--- config.mk ---
export PLATFORM = sky130hd
export DESIGN_NAME = mct_sequencer_flat
export DESIGN_NICKNAME = d
export VERILOG_FILES = /design/src/rtl/mct_sequencer_if.sv /design/src/rtl/mct_sequencer.sv /design/src/flat_wrapper.sv
export SDC_FILE = /design/constraint.sdc
export NUM_CORES = 1
export LEC_CHECK = 0
export CORE_UTILIZATION = 45
export DETAILED_ROUTE_END_ITERATION = 8
export PLACE_DENSITY = 0.88
export SYNTH_ARGS = -nofsm -noshare
export SYNTH_HDL_FRONTEND = slang
export SYNTH_SLANG_ARGS = --single-unit
--- constraint.sdc ---
create_clock -name SIM_CLK -period 2 [get_ports SIM_CLK]
set_input_delay 0.4 -clock SIM_CLK [delete_from_list [all_inputs] [get_ports SIM_CLK]]
set_output_delay 0.4 -clock SIM_CLK [all_outputs]
set_load 0.03 [all_outputs]
--- src/rtl/mct_sequencer_if.sv ---
// rtl/mct_sequencer_if.sv - request/select inputs and timing/select outputs of the MCT sequencer
interface mct_sequencer_if #(
  parameter int SELW = 4
);
  logic            RUN;
  logic            INST_REQ;
  logic [SELW-1:0] INST_RSEL;
  logic [SELW-1:0] INST_WSEL;
  logic            CTR_REQ;
  logic [SELW-1:0] CTR_RSEL;
  logic [SELW-1:0] CTR_WSEL;
  logic [11:0]     T_n;
  logic            RT_n;
  logic            WT_n;
  logic            CT_n;
  logic [7:0]      RD_n;
  logic [7:0]      WR_n;
  logic            GRANT_INST;
  logic            GRANT_CTR;
  logic            MCT_DONE;

  modport slave (
    input  RUN, INST_REQ, INST_RSEL, INST_WSEL, CTR_REQ, CTR_RSEL, CTR_WSEL,
    output T_n, RT_n, WT_n, CT_n, RD_n, WR_n, GRANT_INST, GRANT_CTR, MCT_DONE
  );

  modport master (
    output RUN, INST_REQ, INST_RSEL, INST_WSEL, CTR_REQ, CTR_RSEL, CTR_WSEL,
    input  T_n, RT_n, WT_n, CT_n, RD_n, WR_n, GRANT_INST, GRANT_CTR, MCT_DONE
  );
endinterface

--- src/rtl/mct_sequencer.sv ---
// rtl/mct_sequencer.sv - twelve-pulse memory-cycle-time sequencer with gated register transfers
module mct_sequencer #(
  parameter int SELW = 4
) (
  input  logic            SIM_CLK,
  input  logic            SIM_RST,
  mct_sequencer_if.slave  bus
);
  typedef enum logic {ST_IDLE, ST_RUN} state_e;

  localparam logic [SELW:0] NUM_SEL = (SELW+1)'(8);

  state_e          r_state, w_state_nxt;
  logic [3:0]      r_tp, w_tp_nxt;
  logic            r_gi, r_gc, w_gi_nxt, w_gc_nxt;
  logic [SELW-1:0] r_rsel, r_wsel, w_rsel_nxt, w_wsel_nxt;
  logic            w_enter, w_active, w_grant, w_rd_ok, w_wr_ok;
  logic [11:0]     r_t_n, w_t_n;
  logic            r_rt_n, r_wt_n, r_ct_n, r_done;
  logic            w_rt_n, w_wt_n, w_ct_n, w_done;
  logic [7:0]      r_rd_n, r_wr_n, w_rd_n, w_wr_n;

  // Next state and arbitration; r_tp holds TPk as k-1.
  always_comb begin
    w_state_nxt = r_state;
    w_tp_nxt    = r_tp;
    w_gi_nxt    = r_gi;
    w_gc_nxt    = r_gc;
    w_rsel_nxt  = r_rsel;
    w_wsel_nxt  = r_wsel;
    case (r_state)
      ST_IDLE: begin
        w_tp_nxt = 4'd0;
        if (bus.RUN) w_state_nxt = ST_RUN;
      end
      default: begin
        if (r_tp == 4'd11) begin
          w_tp_nxt = 4'd0;
          if (!bus.RUN) w_state_nxt = ST_IDLE;
        end else begin
          w_tp_nxt = r_tp + 4'd1;
        end
      end
    endcase
    w_active = (w_state_nxt == ST_RUN);
    w_enter  = w_active && (w_tp_nxt == 4'd0);
    if (!w_active) begin
      w_gi_nxt = 1'b0;
      w_gc_nxt = 1'b0;
    end else if (w_enter) begin
      w_gc_nxt = bus.CTR_REQ;
      w_gi_nxt = bus.INST_REQ && !bus.CTR_REQ;
      if (bus.CTR_REQ) begin
        w_rsel_nxt = bus.CTR_RSEL;
        w_wsel_nxt = bus.CTR_WSEL;
      end else if (bus.INST_REQ) begin
        w_rsel_nxt = bus.INST_RSEL;
        w_wsel_nxt = bus.INST_WSEL;
      end else begin
        w_rsel_nxt = '0;
        w_wsel_nxt = '0;
      end
    end
    w_grant = w_gi_nxt || w_gc_nxt;
    w_rd_ok = ({1'b0, w_rsel_nxt} < NUM_SEL);
    w_wr_ok = ({1'b0, w_wsel_nxt} < NUM_SEL);
  end

  // Outputs are decoded from the next state so the registered copy lines up with r_state.
  always_comb begin
    w_t_n  = '1;
    w_rd_n = '1;
    w_wr_n = '1;
    w_rt_n = 1'b1;
    w_wt_n = 1'b1;
    w_ct_n = 1'b1;
    w_done = 1'b0;
    if (w_active) begin
      w_t_n  = ~(12'd1 << w_tp_nxt);
      w_done = (w_tp_nxt == 4'd11);
      if (w_grant) begin
        w_rt_n = !(w_tp_nxt == 4'd6);
        w_wt_n = !(w_tp_nxt == 4'd7);
        w_ct_n = !(w_tp_nxt == 4'd9);
        if (w_tp_nxt == 4'd6 && w_rd_ok) w_rd_n = ~(8'd1 << w_rsel_nxt[2:0]);
        if (w_tp_nxt == 4'd7 && w_wr_ok) w_wr_n = ~(8'd1 << w_wsel_nxt[2:0]);
      end
    end
  end

  always_ff @(posedge SIM_CLK or negedge SIM_RST) begin
    if (!SIM_RST) begin
      r_state <= ST_IDLE;
      r_tp    <= 4'd0;
      r_gi    <= 1'b0;
      r_gc    <= 1'b0;
      r_rsel  <= '0;
      r_wsel  <= '0;
      r_t_n   <= '1;
      r_rd_n  <= '1;
      r_wr_n  <= '1;
      r_rt_n  <= 1'b1;
      r_wt_n  <= 1'b1;
      r_ct_n  <= 1'b1;
      r_done  <= 1'b0;
    end else begin
      r_state <= w_state_nxt;
      r_tp    <= w_tp_nxt;
      r_gi    <= w_gi_nxt;
      r_gc    <= w_gc_nxt;
      r_rsel  <= w_rsel_nxt;
      r_wsel  <= w_wsel_nxt;
      r_t_n   <= w_t_n;
      r_rd_n  <= w_rd_n;
      r_wr_n  <= w_wr_n;
      r_rt_n  <= w_rt_n;
      r_wt_n  <= w_wt_n;
      r_ct_n  <= w_ct_n;
      r_done  <= w_done;
    end
  end

  assign bus.T_n        = r_t_n;
  assign bus.RT_n       = r_rt_n;
  assign bus.WT_n       = r_wt_n;
  assign bus.CT_n       = r_ct_n;
  assign bus.RD_n       = r_rd_n;
  assign bus.WR_n       = r_wr_n;
  assign bus.GRANT_INST = r_gi;
  assign bus.GRANT_CTR  = r_gc;
  assign bus.MCT_DONE   = r_done;
endmodule

--- src/flat_wrapper.sv ---
// flat-port wrapper written by rule: the top's interface ports become plain ports
module mct_sequencer_flat 
#(
  parameter int SELW = 4
)
  (SIM_CLK, SIM_RST, bus_RUN, bus_INST_REQ, bus_INST_RSEL, bus_INST_WSEL, bus_CTR_REQ, bus_CTR_RSEL, bus_CTR_WSEL, bus_T_n, bus_RT_n, bus_WT_n, bus_CT_n, bus_RD_n, bus_WR_n, bus_GRANT_INST, bus_GRANT_CTR, bus_MCT_DONE);
  mct_sequencer_if #(.SELW(SELW)) bus_i ();
  input  logic SIM_CLK;
  input  logic SIM_RST;
  input wire logic [$bits(bus_i.RUN)-1:0] bus_RUN;
  input wire logic [$bits(bus_i.INST_REQ)-1:0] bus_INST_REQ;
  input wire logic [$bits(bus_i.INST_RSEL)-1:0] bus_INST_RSEL;
  input wire logic [$bits(bus_i.INST_WSEL)-1:0] bus_INST_WSEL;
  input wire logic [$bits(bus_i.CTR_REQ)-1:0] bus_CTR_REQ;
  input wire logic [$bits(bus_i.CTR_RSEL)-1:0] bus_CTR_RSEL;
  input wire logic [$bits(bus_i.CTR_WSEL)-1:0] bus_CTR_WSEL;
  output wire logic [$bits(bus_i.T_n)-1:0] bus_T_n;
  output wire logic [$bits(bus_i.RT_n)-1:0] bus_RT_n;
  output wire logic [$bits(bus_i.WT_n)-1:0] bus_WT_n;
  output wire logic [$bits(bus_i.CT_n)-1:0] bus_CT_n;
  output wire logic [$bits(bus_i.RD_n)-1:0] bus_RD_n;
  output wire logic [$bits(bus_i.WR_n)-1:0] bus_WR_n;
  output wire logic [$bits(bus_i.GRANT_INST)-1:0] bus_GRANT_INST;
  output wire logic [$bits(bus_i.GRANT_CTR)-1:0] bus_GRANT_CTR;
  output wire logic [$bits(bus_i.MCT_DONE)-1:0] bus_MCT_DONE;
  assign bus_i.RUN = bus_RUN;
  assign bus_i.INST_REQ = bus_INST_REQ;
  assign bus_i.INST_RSEL = bus_INST_RSEL;
  assign bus_i.INST_WSEL = bus_INST_WSEL;
  assign bus_i.CTR_REQ = bus_CTR_REQ;
  assign bus_i.CTR_RSEL = bus_CTR_RSEL;
  assign bus_i.CTR_WSEL = bus_CTR_WSEL;
  assign bus_T_n = bus_i.T_n;
  assign bus_RT_n = bus_i.RT_n;
  assign bus_WT_n = bus_i.WT_n;
  assign bus_CT_n = bus_i.CT_n;
  assign bus_RD_n = bus_i.RD_n;
  assign bus_WR_n = bus_i.WR_n;
  assign bus_GRANT_INST = bus_i.GRANT_INST;
  assign bus_GRANT_CTR = bus_i.GRANT_CTR;
  assign bus_MCT_DONE = bus_i.MCT_DONE;
  mct_sequencer #(.SELW(SELW)) u_core (.SIM_CLK(SIM_CLK), .SIM_RST(SIM_RST), .bus(bus_i));
endmodule
==> flow_summary.toml <==
[synthesis]
synth_fa_ha_area_share_pct = 0.529
syn_area_per_cell_um2 = 10.6
synth_mux_area_share_pct = 4.66
synth_area_leader_cell = "dfstp_2"
synthCells = 224
synth_flop_cell = "dfstp_2"
async_flop_share_pct = 100
synthTopCellsByCount = "dfstp_2, nand2_1, o21ai_0"
yosysMostFrequentCell = "dfstp_2"
synth_edf_count = 0
synthTopCellsByArea = "dfstp_2, dfrtp_1, o21ai_0"
yosysWarningCount = 0
synth_compound_area_share_pct = 13.8
netlist_area_um2 = 2360
synth_top_family_by_area = "simple AND/OR/NAND/NOR gates"
ys_types = 45
synth_seq_cells = 47
yosys.area_share.simple_pct = 23.8
synth_nets = 246
yosysTopAreaCellShare_pct = 34.5
yosysSeqAreaShare_pct = 51.4
synth-xor-area-share_pct = 0.741

[floorplanning]
rows = 26
initial_utilization_pct = 46.6
fp.coreArea_um2 = 5070
die_y_um = 74.5
dieArea_um2 = 5550
chipWidth_um = 74.5
boundaryPins = 55

[critical_path]
critPathLaunch = "u_core.bus.RD_n[7]"
path_class = "reg2out"
critPathMaxFanout = 1
path_delay_family = "buffers and inverters"
worstSetupEndpointType = "output pin"
cp_cell_sequence = "clkdlybuf4s50_1"
slowest_delay_ns = 0.67
critPathLaunchType = "flop"
cp.arrival_ns = 1.51
critPathSlowestCell = "clkdlybuf4s50_1"
cp.required_ns = 1.60
r2r-start = "u_core.r_tp[0]"
path_buf_inv = 1

[drt]
dr_wl_met3_um = 235
final_antenna_net_count = 0
dr.pass1.iters = 4
vias = 1910
drc = 0
m1WireLength_um = 2190
dr_wl_met2_um = 2430
routed.top_layer = "met4"
wl_um = 4950
drt_iter0_markers = 109
viasPerCell = 5.31
wl_per_cell_um = 13.8

[clock_network]
tritoncts = "done"
cts_hold_buf = 0
htreeDepth = 2
clock_sinks = 47
cts_buffers = 5
path_clk_slew_ns = 0.09
root_buffer = "clkbuf_8"
insertion_delay_ns = 0.30
clockBufferDepth = 2

[sta]
totalNegativeSetupSlack_ns = 0
fin_worst_skew_ns = 0.00885
tightest_slew_ns = 0.554
rsz0062_at_grt = "false"
fmax_mhz = 524
relSlewSlack_pct = 63.1
finalWorstSetupSlack_ns = 0.0922
post-route-min-period_ns = 1.91
slew_violations = 0
setup_viol = 0
hold_viol = 0
fin_crit_sh_pct = 95.4

[finish]
seq_area_um2 = 1210
finalNonFillerCells = 360
final_nets = 311
area_delta_synth_final_pct = 33.2
antenna_cells = 0
layout-drive-gt1-share_pct = 24.5
final_area_um2 = 3150
num-fill-cells = 417
multiInputGateArea_um2 = 1040

[power]
powerDensity_nw_per_um2 = 1390
p_leak_uw = 0.00126
peakVddDrop_uv = 730

[global_routing]
grt_max_degree = 48
grt-ovfl-total = 0
grt_antenna_before_repair = 0
grt_util_all_layers_pct = 19.9
grt_pass1_vias = 1811
grt_pass1_wl_um = 8200

[place]
placed_cells = 351
hpwlAfterDp_um = 3740
place_area_um2 = 3020
io_buffer_count = 54
place_ws_ns = -0.0461
place.gp.congestion = 0.922

[run]
cap_violations = 0

[hold_path]
min_path_type = "in2async"

[outcome]
outcome = "finished, final reports clean"
## repair_timing
item / CTS / global route
buffers inserted: 0 / 1
hold endpoints to repair: 0 / 0
setup endpoints to repair: 0 / 20
resized for setup: 0 / 5
## routing by layer
layer,track usage (%),vias to the layer above
met5,0,-
met4,7.97,0
met3,4.61,7
met2,34.3,61
met1,23.9,908
li1,-,934
## path summary, 6_finish.rpt
path	cells after the start	slack, ns	endpoint
max in group asynchronous	2	1.45	u_core.bus.RT_n
worst max-delay path	1	0.09	bus_RD_n[7]
worst min register to register	2	0.57	u_core.r_wsel[3]
worst max register to register	6	0.09	u_core.bus.WR_n[0]
worst min-delay path	2	0.17	u_core.bus.MCT_DONE
min in group SIM_CLK	2	0.57	u_core.r_wsel[3]
## metrics by stage
stage / hold slack (ns) / total power, uW / util, %
6_report: 0.173 / 4390 / 62.1
5_1_grt: 0.213 / 4670 / 62.1
4_1_cts: 0.176 / 4360 / 61.7
3_5_place_dp: 0.507 / 3650 / 59.4
3_3_place_gp: 0.498 / 3560 / 59.4
2_1_floorplan: 0.104 / 3000 / -
## final cells by class
class,instances,share of cell area [%]
Clock buffer,5,2.19
Clock inverter,3,1.47
Inverter,7,0.834
Multi-Input combinational cell,160,33.0
Sequential cell,47,38.6
Tap cell,70,2.78
Timing Repair Buffer,68,21.1
## flip-flops by register name, summed over array words and instances, names as in the netlist
register / flops
u_core.bus.WT_n: 1
u_core.bus.WR_n: 8
u_core.r_wsel: 4
u_core.r_state: 1
u_core.bus.RD_n: 8
u_core.bus.RT_n: 1
u_core.r_rsel: 4
u_core.bus.CT_n: 1
u_core.bus.GRANT_CTR: 1
u_core.bus.GRANT_INST: 1
u_core.bus.MCT_DONE: 1
u_core.bus.T_n: 12
u_core.r_tp: 4
## cells by family after synthesis
group,Yosys count
AND/OR/NAND/NOR,100
flip-flops,47
adder cells (fa/ha/maj),1
XOR/XNOR,2
multiplexers,8
AO/OA/AOI/OAI,49
buffers and inverters,17
## report_power, final
| part | switching, uW | internal, uW |
|---|---|---|
| Sequential | 203 | 1260 |
| Clock | 318 | 376 |
| Combinational | 1220 | 1010 |
## placed cells by master, fill, tap and decap left out, types with 2 or more instances in the layout
master and n:
nor2b_1 5, nor3_2 2, o21a_1 3, a31oi_1 2, dfrtp_1 16, clkbuf_8 5, nor3b_1 7, inv_1 6
nand3_1 8, dfstp_2 31, clkdlybuf4s50_1 53, o21ai_0 18, buf_4 12, buf_12 2, nand2_1 23, nor2_1 12
nor3_1 15, and3b_1 4, and3_1 3, nand4_1 4, mux2_4 6, a22oi_1 2, o31a_1 2, nor4bb_1 2
mux2i_1 2, and4b_1 2, o32a_1 4, o21ai_1 12, nand3b_1 4, xnor2_1 2, nand2b_1 2
No activity file was read; power rests on OpenSTA's default activity.
